**src/rtl/rtc_bus_ctrl_pkg.sv**
```systemverilog
// Shared types and constants for the RTC multiplexed-bus sequencer.
package rtc_bus_pkg;

  // Transaction sequence; every non-IDLE state reports busy.
  typedef enum logic [2:0] {
    ST_IDLE       = 3'd0,
    ST_ADDR_SETUP = 3'd1,
    ST_ADDR_PULSE = 3'd2,
    ST_GAP        = 3'd3,
    ST_DATA_PULSE = 3'd4,
    ST_DATA_HOLD  = 3'd5,
    ST_DONE       = 3'd6
  } rtc_state_e;

  // Width of the phase down-counter; phase lengths are limited to 1..63.
  localparam int TMR_W = 6;

  localparam int DEF_T_SETUP = 2;
  localparam int DEF_T_PULSE = 8;
  localparam int DEF_T_GAP   = 4;
  localparam int DEF_T_HOLD  = 2;

  // Turns a requested phase length into a legal timer duration (0 -> 1, >63 -> 63).
  function automatic logic [TMR_W-1:0] clamp1(input int v);
    if (v < 1) begin
      return TMR_W'(1);
    end else if (v > 63) begin
      return TMR_W'(63);
    end else begin
      return TMR_W'(v);
    end
  endfunction

endpackage

```
**src/rtl/rtc_bus_ctrl_if.sv**
```systemverilog
// Request and pin-side signals of the RTC bus sequencer.
//
// Handshake: start is a request that is only looked at while busy is low;
// wr_rd/addr/wdata must be valid in the same cycle as start. There is no
// separate ready: busy high means a request will be dropped, not queued.
// done pulses for exactly one cycle when a transaction completes, and rdata
// is valid from that cycle until the next read completes.
interface rtc_bus_ctrl_if;
  import rtc_bus_pkg::*;

  logic       start;
  logic       wr_rd;
  logic [7:0] addr;
  logic [7:0] wdata;
  logic [7:0] ad_in;
  logic [7:0] ad_out;
  logic       ad_oe;
  logic       cs_n;
  logic       rd_n;
  logic       wr_n;
  logic       a_d;
  logic       busy;
  logic       done;
  logic [7:0] rdata;
  rtc_state_e dbg_state;

  // Requester / pad side.
  modport master (
    output start, wr_rd, addr, wdata, ad_in,
    input  ad_out, ad_oe, cs_n, rd_n, wr_n, a_d, busy, done, rdata, dbg_state
  );

  // Sequencer side.
  modport slave (
    input  start, wr_rd, addr, wdata, ad_in,
    output ad_out, ad_oe, cs_n, rd_n, wr_n, a_d, busy, done, rdata, dbg_state
  );

endinterface

```
**src/rtl/rtc_bus_ctrl_phase_timer.sv**
```systemverilog
// Down-counting phase timer: loaded with (dur-1) on phase entry, expired at 0.
module rtc_phase_timer
  import rtc_bus_pkg::*;
(
  input  logic             clk,
  input  logic             reset,
  input  logic             load,
  input  logic [TMR_W-1:0] dur,
  output logic             expired
);

  logic [TMR_W-1:0] cnt_q;
  logic [TMR_W-1:0] cnt_d;

  // Next count: reload on phase entry, otherwise count down and park at 0.
  always_comb begin
    cnt_d = cnt_q;
    if (load) begin
      cnt_d = dur - TMR_W'(1);
    end else if (cnt_q != '0) begin
      cnt_d = cnt_q - TMR_W'(1);
    end
  end

  // Counter register.
  always_ff @(posedge clk or posedge reset) begin
    if (reset) begin
      cnt_q <= '0;
    end else begin
      cnt_q <= cnt_d;
    end
  end

  assign expired = (cnt_q == '0);

endmodule

```
**src/rtl/rtc_bus_ctrl.sv**
```systemverilog
// RTC multiplexed address/data bus sequencer: one start runs a complete
// address phase, gap, data phase and hold with programmable lengths.
module rtc_bus_ctrl
  import rtc_bus_pkg::*;
#(
  parameter int T_SETUP = DEF_T_SETUP,
  parameter int T_PULSE = DEF_T_PULSE,
  parameter int T_GAP   = DEF_T_GAP,
  parameter int T_HOLD  = DEF_T_HOLD
) (
  input logic           clk,
  input logic           reset,
  rtc_bus_ctrl_if.slave bus
);

  localparam logic [TMR_W-1:0] D_SETUP = clamp1(T_SETUP);
  localparam logic [TMR_W-1:0] D_PULSE = clamp1(T_PULSE);
  localparam logic [TMR_W-1:0] D_GAP   = clamp1(T_GAP);
  localparam logic [TMR_W-1:0] D_HOLD  = clamp1(T_HOLD);

  rtc_state_e       state_q;
  rtc_state_e       state_d;
  logic             wr_q;
  logic [7:0]       addr_q;
  logic [7:0]       wdata_q;
  logic [7:0]       rdata_q;

  logic             tmr_load;
  logic [TMR_W-1:0] tmr_dur;
  logic             tmr_expired;

  logic             cs_n_dec;
  logic             rd_n_dec;
  logic             wr_n_dec;
  logic             a_d_dec;
  logic             ad_oe_dec;
  logic [7:0]       ad_out_dec;
  logic             done_dec;

  rtc_phase_timer u_timer (
    .clk     (clk),
    .reset   (reset),
    .load    (tmr_load),
    .dur     (tmr_dur),
    .expired (tmr_expired)
  );

  // Next state plus timer reload; every change of state reloads the timer.
  always_comb begin
    state_d  = state_q;
    tmr_load = 1'b0;
    tmr_dur  = TMR_W'(1);
    unique case (state_q)
      ST_IDLE:       if (bus.start)   state_d = ST_ADDR_SETUP;
      ST_ADDR_SETUP: if (tmr_expired) state_d = ST_ADDR_PULSE;
      ST_ADDR_PULSE: if (tmr_expired) state_d = ST_GAP;
      ST_GAP:        if (tmr_expired) state_d = ST_DATA_PULSE;
      ST_DATA_PULSE: if (tmr_expired) state_d = ST_DATA_HOLD;
      ST_DATA_HOLD:  if (tmr_expired) state_d = ST_DONE;
      ST_DONE:                        state_d = ST_IDLE;
      default:                        state_d = ST_IDLE;
    endcase
    tmr_load = (state_d != state_q);
    unique case (state_d)
      ST_ADDR_SETUP: tmr_dur = D_SETUP;
      ST_ADDR_PULSE: tmr_dur = D_PULSE;
      ST_GAP:        tmr_dur = D_GAP;
      ST_DATA_PULSE: tmr_dur = D_PULSE;
      ST_DATA_HOLD:  tmr_dur = D_HOLD;
      default:       tmr_dur = TMR_W'(1);
    endcase
  end

  // FSM state register.
  always_ff @(posedge clk or posedge reset) begin
    if (reset) begin
      state_q <= ST_IDLE;
    end else begin
      state_q <= state_d;
    end
  end

  // Request capture in IDLE, read data capture on the last data-strobe edge.
  always_ff @(posedge clk or posedge reset) begin
    if (reset) begin
      wr_q    <= 1'b0;
      addr_q  <= '0;
      wdata_q <= '0;
      rdata_q <= '0;
    end else begin
      if (state_q == ST_IDLE && bus.start) begin
        wr_q    <= bus.wr_rd;
        addr_q  <= bus.addr;
        wdata_q <= bus.wdata;
      end
      if (state_q == ST_DATA_PULSE && tmr_expired && !wr_q) begin
        rdata_q <= bus.ad_in;
      end
    end
  end

  // Pin decode from registered state only, so no input reaches a pin.
  // The address strobe is always wr_n, for reads as well as writes.
  always_comb begin
    cs_n_dec   = 1'b1;
    rd_n_dec   = 1'b1;
    wr_n_dec   = 1'b1;
    a_d_dec    = 1'b1;
    ad_oe_dec  = 1'b0;
    ad_out_dec = wdata_q;
    done_dec   = 1'b0;
    unique case (state_q)
      ST_ADDR_SETUP: begin
        cs_n_dec   = 1'b0;
        a_d_dec    = 1'b0;
        ad_oe_dec  = 1'b1;
        ad_out_dec = addr_q;
      end
      ST_ADDR_PULSE: begin
        cs_n_dec   = 1'b0;
        wr_n_dec   = 1'b0;
        a_d_dec    = 1'b0;
        ad_oe_dec  = 1'b1;
        ad_out_dec = addr_q;
      end
      ST_GAP: begin
        ad_oe_dec = wr_q;
      end
      ST_DATA_PULSE: begin
        cs_n_dec  = 1'b0;
        wr_n_dec  = !wr_q;
        rd_n_dec  = wr_q;
        ad_oe_dec = wr_q;
      end
      ST_DATA_HOLD: begin
        ad_oe_dec = wr_q;
      end
      ST_DONE: begin
        done_dec = 1'b1;
      end
      default: begin
      end
    endcase
  end

  assign bus.cs_n      = cs_n_dec;
  assign bus.rd_n      = rd_n_dec;
  assign bus.wr_n      = wr_n_dec;
  assign bus.a_d       = a_d_dec;
  assign bus.ad_oe     = ad_oe_dec;
  assign bus.ad_out    = ad_out_dec;
  assign bus.done      = done_dec;
  assign bus.busy      = (state_q != ST_IDLE);
  assign bus.rdata     = rdata_q;
  assign bus.dbg_state = state_q;

endmodule

```
**src/flat_wrapper.sv**
```systemverilog
// flat-port wrapper written by rule: the top's interface ports become plain ports
module rtc_bus_ctrl_flat import rtc_bus_pkg::*;
#(
  parameter int T_SETUP = DEF_T_SETUP,
  parameter int T_PULSE = DEF_T_PULSE,
  parameter int T_GAP   = DEF_T_GAP,
  parameter int T_HOLD  = DEF_T_HOLD
)
  (clk, reset, bus_start, bus_wr_rd, bus_addr, bus_wdata, bus_ad_in, bus_ad_out, bus_ad_oe, bus_cs_n, bus_rd_n, bus_wr_n, bus_a_d, bus_busy, bus_done, bus_rdata, bus_dbg_state);
  rtc_bus_ctrl_if bus_i ();
  input logic clk;
  input logic reset;
  input wire logic [$bits(bus_i.start)-1:0] bus_start;
  input wire logic [$bits(bus_i.wr_rd)-1:0] bus_wr_rd;
  input wire logic [$bits(bus_i.addr)-1:0] bus_addr;
  input wire logic [$bits(bus_i.wdata)-1:0] bus_wdata;
  input wire logic [$bits(bus_i.ad_in)-1:0] bus_ad_in;
  output wire logic [$bits(bus_i.ad_out)-1:0] bus_ad_out;
  output wire logic [$bits(bus_i.ad_oe)-1:0] bus_ad_oe;
  output wire logic [$bits(bus_i.cs_n)-1:0] bus_cs_n;
  output wire logic [$bits(bus_i.rd_n)-1:0] bus_rd_n;
  output wire logic [$bits(bus_i.wr_n)-1:0] bus_wr_n;
  output wire logic [$bits(bus_i.a_d)-1:0] bus_a_d;
  output wire logic [$bits(bus_i.busy)-1:0] bus_busy;
  output wire logic [$bits(bus_i.done)-1:0] bus_done;
  output wire logic [$bits(bus_i.rdata)-1:0] bus_rdata;
  output wire logic [$bits(bus_i.dbg_state)-1:0] bus_dbg_state;
  assign bus_i.start = bus_start;
  assign bus_i.wr_rd = bus_wr_rd;
  assign bus_i.addr = bus_addr;
  assign bus_i.wdata = bus_wdata;
  assign bus_i.ad_in = bus_ad_in;
  assign bus_ad_out = bus_i.ad_out;
  assign bus_ad_oe = bus_i.ad_oe;
  assign bus_cs_n = bus_i.cs_n;
  assign bus_rd_n = bus_i.rd_n;
  assign bus_wr_n = bus_i.wr_n;
  assign bus_a_d = bus_i.a_d;
  assign bus_busy = bus_i.busy;
  assign bus_done = bus_i.done;
  assign bus_rdata = bus_i.rdata;
  assign bus_dbg_state = bus_i.dbg_state;
  rtc_bus_ctrl #(.T_SETUP(T_SETUP), .T_PULSE(T_PULSE), .T_GAP(T_GAP), .T_HOLD(T_HOLD)) u_core (.clk(clk), .reset(reset), .bus(bus_i));
endmodule
```
**config.mk**
```make
export PLATFORM = sky130hd
export DESIGN_NAME = rtc_bus_ctrl_flat
export DESIGN_NICKNAME = d
export VERILOG_FILES = /design/src/rtl/rtc_bus_ctrl_pkg.sv /design/src/rtl/rtc_bus_ctrl_if.sv /design/src/rtl/rtc_bus_ctrl_phase_timer.sv /design/src/rtl/rtc_bus_ctrl.sv /design/src/flat_wrapper.sv
export SDC_FILE = /design/constraint.sdc
export NUM_CORES = 1
export LEC_CHECK = 0
export CAP_MARGIN = 25
export CORE_MARGIN = 3
export CORE_UTILIZATION = 45
export CTS_CLUSTER_DIAMETER = 150
export CTS_CLUSTER_SIZE = 28
export DETAILED_ROUTE_END_ITERATION = 10
export PLACE_DENSITY = 0.82
export SKIP_CTS_REPAIR_TIMING = 1
export SLEW_MARGIN = 10
export SYNTH_ARGS = -nofsm -noshare
export SYNTH_HDL_FRONTEND = slang
export SYNTH_HIERARCHICAL = 1
export SYNTH_SLANG_ARGS = --single-unit
```
**constraint.sdc**
```tcl
create_clock -name clk -period 3.2 [get_ports clk]
set_input_delay 0.64 -clock clk [delete_from_list [all_inputs] [get_ports clk]]
set_output_delay 0.64 -clock clk [all_outputs]
set_load 0.1 [all_outputs]
```
# --- After elaboration in Yosys (flattened, before gate mapping) ---
# Cells that the tools add are included.
# Widths: inputs -> output; s select.
word_totals:
  ff_bits: 34
  latchBits: 0
  mem_bits_rw: 0
  rom_bits: 0
  out_inout_bits: 26
  elab_cells: 51
  n_memories: 0
op_classes:
  add_sub_neg: 2
  mul: 0
  div: 0
  magnitude_cmp: 0
  eq_ne: 12
  shift: 0
  muxes: 17
  bitwise_logic: 0
  reduce_logical: 14
op_table:
  columns: ["op", "n"]
  rows:
  - ["$mux 3", 6]
  - ["$pmux 3 s6", 1]
  - ["$eq 3x3->1 const B", 5]
  - ["$eq 3x2->1 const B", 4]
  - ["$mux 6", 2]
  - ["$pmux 4 s3", 1]
  - ["$mux 8", 1]
  - ["$eq 3x1->1 const B", 2]
  - ["$logic_not 6->1", 1]
  - ["$reduce_bool 6->1", 1]
  - ["$reduce_or 2->1", 3]
  - ["$reduce_or 3->1", 2]
  - ["$sub 6x1->6 const B", 1]
  - ["$sub 4x1->5 const B", 1]
  - ["$mux 1", 4]
  - ["$pmux 1 s2", 2]
  - ["$logic_and 1x1->1", 3]
  - ["$logic_not 3->1", 1]
  - ["$ne 3x3->1", 1]
  - ["$reduce_bool 3->1", 1]
  - ["$reduce_bool 2->1", 1]
  - ["$logic_not 1->1", 1]

# --- Logic depth before layout (Yosys ltp) ---
logic_depth:
  word_depth: 8
  ltp_mapped: 12

# --- Modules after synthesis ---
# The synthesis kept the hierarchy.
modules_own_cells:
  columns: ["mod", "instances", "cells_per_inst", "area_each_um2"]
  rows:
  - ["rtc_bus_ctrl", 1, 116, 1465.2]
  - ["rtc_phase_timer", 1, 40, 422.9]

# --- Least setup slack after synthesis ---
# OpenSTA, ideal clock, no wires.
synth_path:
  path_kind: "register to output"
  startpoint: "register u_core.state_q[0], in the netlist u_core/bus.dbg_state[0]"
  endpoint: "output bus_ad_oe"
  arrival_time_ps: 3648
  t_required_ps: 2560
  setup_slack_ps: -1088
  path_stages_with_launch: 5
  path_buffers: 2
  cell_sequence: "dfrtp_1 -> buf_4 -> buf_2 -> a21o_1 -> a211oi_1"
synth_between:
  elab_chain_cells: 3
  elab_cells_between_ends: 8
  cone_classes: "eq/ne (5); mux (1); reduce/logical (2)"
synth_lines:
  columns: ["item", "line", "source"]
  rows:
  - ["from (decl)", "rtc_bus_ctrl.sv:21", "rtc_state_e state_q;"]
  - ["from (signal assigned)", "rtc_bus_ctrl.sv:79", "state_q <= state_d;"]
  - ["$eq 3x2->1, or another cell as far along", "rtc_bus_ctrl.sv:112", "unique case (state_q)"]
  - ["$reduce_or 3->1 (no source line) or $reduce_or 2->1 (tied branches)", null, null]
  - ["$pmux 1 s2 *", "rtc_bus_ctrl.sv:112", null]
  - ["to (decl)", "flat_wrapper.sv:19", "output wire logic [$bits(bus_i.ad_oe)-1:0] bus_ad_oe;"]
# Every way passes the cells marked *; elsewhere a longest branch is shown, timed or not.

# --- Worst setup path after layout ---
layout_path:
  startpoint: "register u_core.u_timer.cnt_q[1]"
  endpoint: "register u_core.u_timer.cnt_q[4]"
layout_between:
  elab_cells_between_ends: 22
  cone_classes: "add/sub (2); eq/ne (6); mux (9); reduce/logical (5)"
layout_lines:
  columns: ["item", "line", "source"]
  rows:
  - ["from (decl)", "rtc_bus_ctrl_phase_timer.sv:12", "logic [TMR_W-1:0] cnt_q;"]
  - ["from (signal assigned)", "rtc_bus_ctrl_phase_timer.sv:30", "cnt_q <= cnt_d;"]
  - ["$logic_not 6->1 *", "rtc_bus_ctrl_phase_timer.sv:34", "assign expired = (cnt_q == '0);"]
  - ["net u_core.tmr_expired", "rtc_bus_ctrl.sv:30", "logic tmr_expired;"]
  - ["$mux 3 (on tied branches)", null, null]
  - ["$pmux 3 s6 *", "rtc_bus_ctrl.sv:53", "unique case (state_q)"]
  - ["$ne 3x3->1 *", "rtc_bus_ctrl.sv:63", "tmr_load = (state_d != state_q);"]
  - ["net u_core.tmr_load", "rtc_bus_ctrl.sv:28", "logic tmr_load;"]
  - ["$mux 6 or $reduce_bool 2->1 (tied branches)", null, null]
# Mark *: on every way through the listed nets, which the timed path passes. The rest lies on a longest branch. The select of a mux whose other input is x is not followed.
# A chain may end at the register's enable or synchronous reset.

==> impl_metrics.csv <==
group,metric,value,unit
timing,hold_viol_final,0,
timing,period_minus_slack,2937,ps
synthesis,netlist_instances,156,
worst_setup_path,cp-start-kind,"flop",
synthesis,yosysTopAreaCellShare,0.4506,
layout,final_area,2581,um2
synthesis,netlist_area,1888,um2
layout,nets,243,
synthesis,synth_area_per_cell,12.10,um2
drt,first_pass_iters,4,
synthesis,yosys-top-cells-count,"dfrtp_1 (34), mux2_2 (23), mux2_4 (9), inv_1 (8), o21ai_0 (8)",
synthesis,synth.most_common_cell,"dfrtp_1",
placed_design,dpl_cell_area,2490,um2
job,max_cap_viol_count,0,
clock_tree,cts_root_buf,"clkbuf_8",
drt,drc_errors,0,
timing,worstMarginPinSlew,626.0,ps
synthesis,synthMuxAreaShare,0.2353,
clock_tree,cts_tree,"done",
synthesis,synth_fa_ha_area_frac,0.006627,
worst_setup_path,end_kind,"flop",
synthesis,yosysWarnings,6,
timing,finalCritPeriodShare,0.9178,
placed_design,post-dp-hpwl,3156,um
floorplanning,die_w,70.78,um
timing,rsz0062_at_grt,"no",
drt,drt-wirelength-per-cell,16.23,um
synthesis,synth_compound_area_frac,0.08946,
global_routing,track_usage,0.1815,
global_routing,grt_max_degree,29,
synthesis,synth_top_cell_by_area,"dfrtp_1",
floorplanning,io_pins,54,
status,status,"finished, final reports clean",
clock_tree,clock_path_buffers,2,
layout,nFillCells,290,
layout,diodes,0,
drt,routed_wl,4269,um
clock_tree,numCtsBuffers,5,
floorplanning,die_height,70.78,um
timing,max_slew_margin,0.5826,
floorplanning,rows,22,
floorplanning,start_util,0.4899,
placed_design,numPortBuffers,53,
clock_tree,cts.clk_slew.worst_paths,70,ps
synthesis,synth.distinct_cells,46,
clock_tree,htreeDepth,2,
layout,final_util,0.6698,
synthesis,synthFlopType,"dfrtp_1",
clock_tree,clk_latency,290,ps
drt,num_vias,1374,
worst_setup_path,crit_arrival,3100,ps
global_routing,grt_pass1_vias,1427,
placed_design,dp_cells,255,
timing,setup-violations-final,0,
timing,slew_violations,0,
clock_tree,clock_sinks,34,
timing,skew,5.495,ps
synthesis,synth-xor-area-share,0.03247,
timing,max_freq,0.3405,GHz
drt,drt-vias-per-instance,5.224,
layout,drive_above_1_share,0.3907,
worst_setup_path,crit_fanout,6,
synthesis,ys_ff_latch,34,
layout,area_growth,36.71,%
drt,drtIter0Drc,117,
synthesis,synth_top_family_by_area,"multiplexers",
synthesis,seq_area_frac_synth,0.4506,
synthesis,synth_edf_count,0,
synthesis,synth_area_leaders,"dfrtp_1 (45%), mux2_2 (14%), mux2_4 (7.2%), mux2i_1 (2.7%), xnor2_1 (2.3%)",
hold_path,hold_class,"flop to flop",
synthesis,ys_async_sr_fraction,1.000,
worst_setup_path,criticalPathCategory,"flop to flop",
global_routing,grt_pass1_wl,7141,um
layout,instances_no_fill,263,
floorplanning,coreArea,3854,um2
synthesis,synthSimpleGateAreaFrac,0.1239,
floorplanning,dieArea,5009,um2
timing,worst_hold_slack,507.1,ps
global_routing,grt_overflow,0,
drt,ant_nets,0,
worst_setup_path,required,3370,ps
placed_design,gp_congestion,0.8667,
global_routing,antenna_found_initial,0,
[layout by cell type, fill, tap and decap left out, types with 2 or more instances in the layout]
cell             synthesis  layout
conb_1                   1       4
nand3_1                  2       2
nor2_2                   2       2
nor2_1                   6       6
buf_12                   2       8
nor3_2                   2       2
mux2_2                  23      23
a21o_1                   3       3
nand2b_1                 2       2
xnor2_1                  5       5
clkbuf_8                 0       6
o21ai_0                  8       7
clkdlybuf4s50_1          0      27
mux2_4                   9       9
nor3_1                   4       4
inv_1                    8       7
buf_4                    1      22
xor2_1                   2       2
dfrtp_1                 34      34
a21oi_1                  3       3
nand2_1                  4       4
mux2i_1                  5       5
[cell families after synthesis]
kind of cell / Yosys count
other: 1
and+or+nand+nor: 36
xor gates and xnor gates: 7
DFF: 34
muxes: 37
adders and majority gates: 1
buffers and inverters: 17
AOI/OAI and AO/OA: 23
[cell type report]
| class | count | area [um2] | area share |
|---|---|---|---|
| multi-input combinational | 108 | 949.7 | 0.3679 |
| sequential | 34 | 850.8 | 0.3296 |
| timing repair buffer | 57 | 595.6 | 0.2307 |
| clock buffer | 7 | 86.33 | 0.03345 |
| tap | 48 | 60.06 | 0.02327 |
| inverter | 8 | 33.78 | 0.01309 |
| clock inverter | 1 | 5.005 | 0.001939 |
[path summary, 6_finish.rpt]
check	from	end	slack [ps]	cells past startpoint
worst max-delay path	u_core/u_timer/cnt_q[1]	u_core/u_timer/cnt_q[4]	260	10
worst min-delay path	u_core/wdata_q[4]	u_core/wdata_q[4]	510	1
worst max register to register	u_core/u_timer/cnt_q[1]	u_core/u_timer/cnt_q[4]	260	10
worst min register to register	u_core/wdata_q[4]	u_core/wdata_q[4]	510	1
max in group asynchronous	reset	u_core/addr_q[5]	2190	3
min in group asynchronous	reset	u_core/u_timer/cnt_q[2]	590	2
[worst max-delay path, cell delays in order, from the launching register on]
cell     delay (ps)
dfrtp_1         430
or3_1           460
nor2_2          270
inv_1            70
a21oi_1         140
o32a_1          310
mux2i_1         290
ha_1            210
or3b_1          340
a21oi_1         190
a22oi_1         110
[stage by stage]
| stage | setup WS [ps] | TNS [ps] |
|---|---|---|
| floorplan | -142.5 | -274.2 |
| global placement | 409.3 | 0 |
| detailed placement | 207.5 | 0 |
| CTS | 265.9 | 0 |
| global route | 28.84 | 0 |
| finish | 263.0 | 0 |
[metal layers]
| metal | wire (um) | track usage | part of all wire | vias to the layer above |
|---|---|---|---|---|
| met2 | 2067 | 0.2935 | 0.48 | 46 |
| li1 | - | - | - | 662 |
| met5 | 0 | 0 | 0 | - |
| met1 | 1859 | 0.2348 | 0.44 | 659 |
| met4 | 61 | 0.06472 | 0.014 | 0 |
| met3 | 281 | 0.04830 | 0.066 | 7 |
[sequential cells by signal, summed over array words and instances, names as in the netlist]
signal,count
u_core/addr_q,8
u_core/bus.rdata,8
u_core/wdata_q,8
u_core/u_timer/cnt_q,6
u_core/bus.dbg_state,3
u_core/wr_q,1
Power is not shown: default switching activity piles up to over one toggle a cycle in this logic, so the estimate is an artifact.
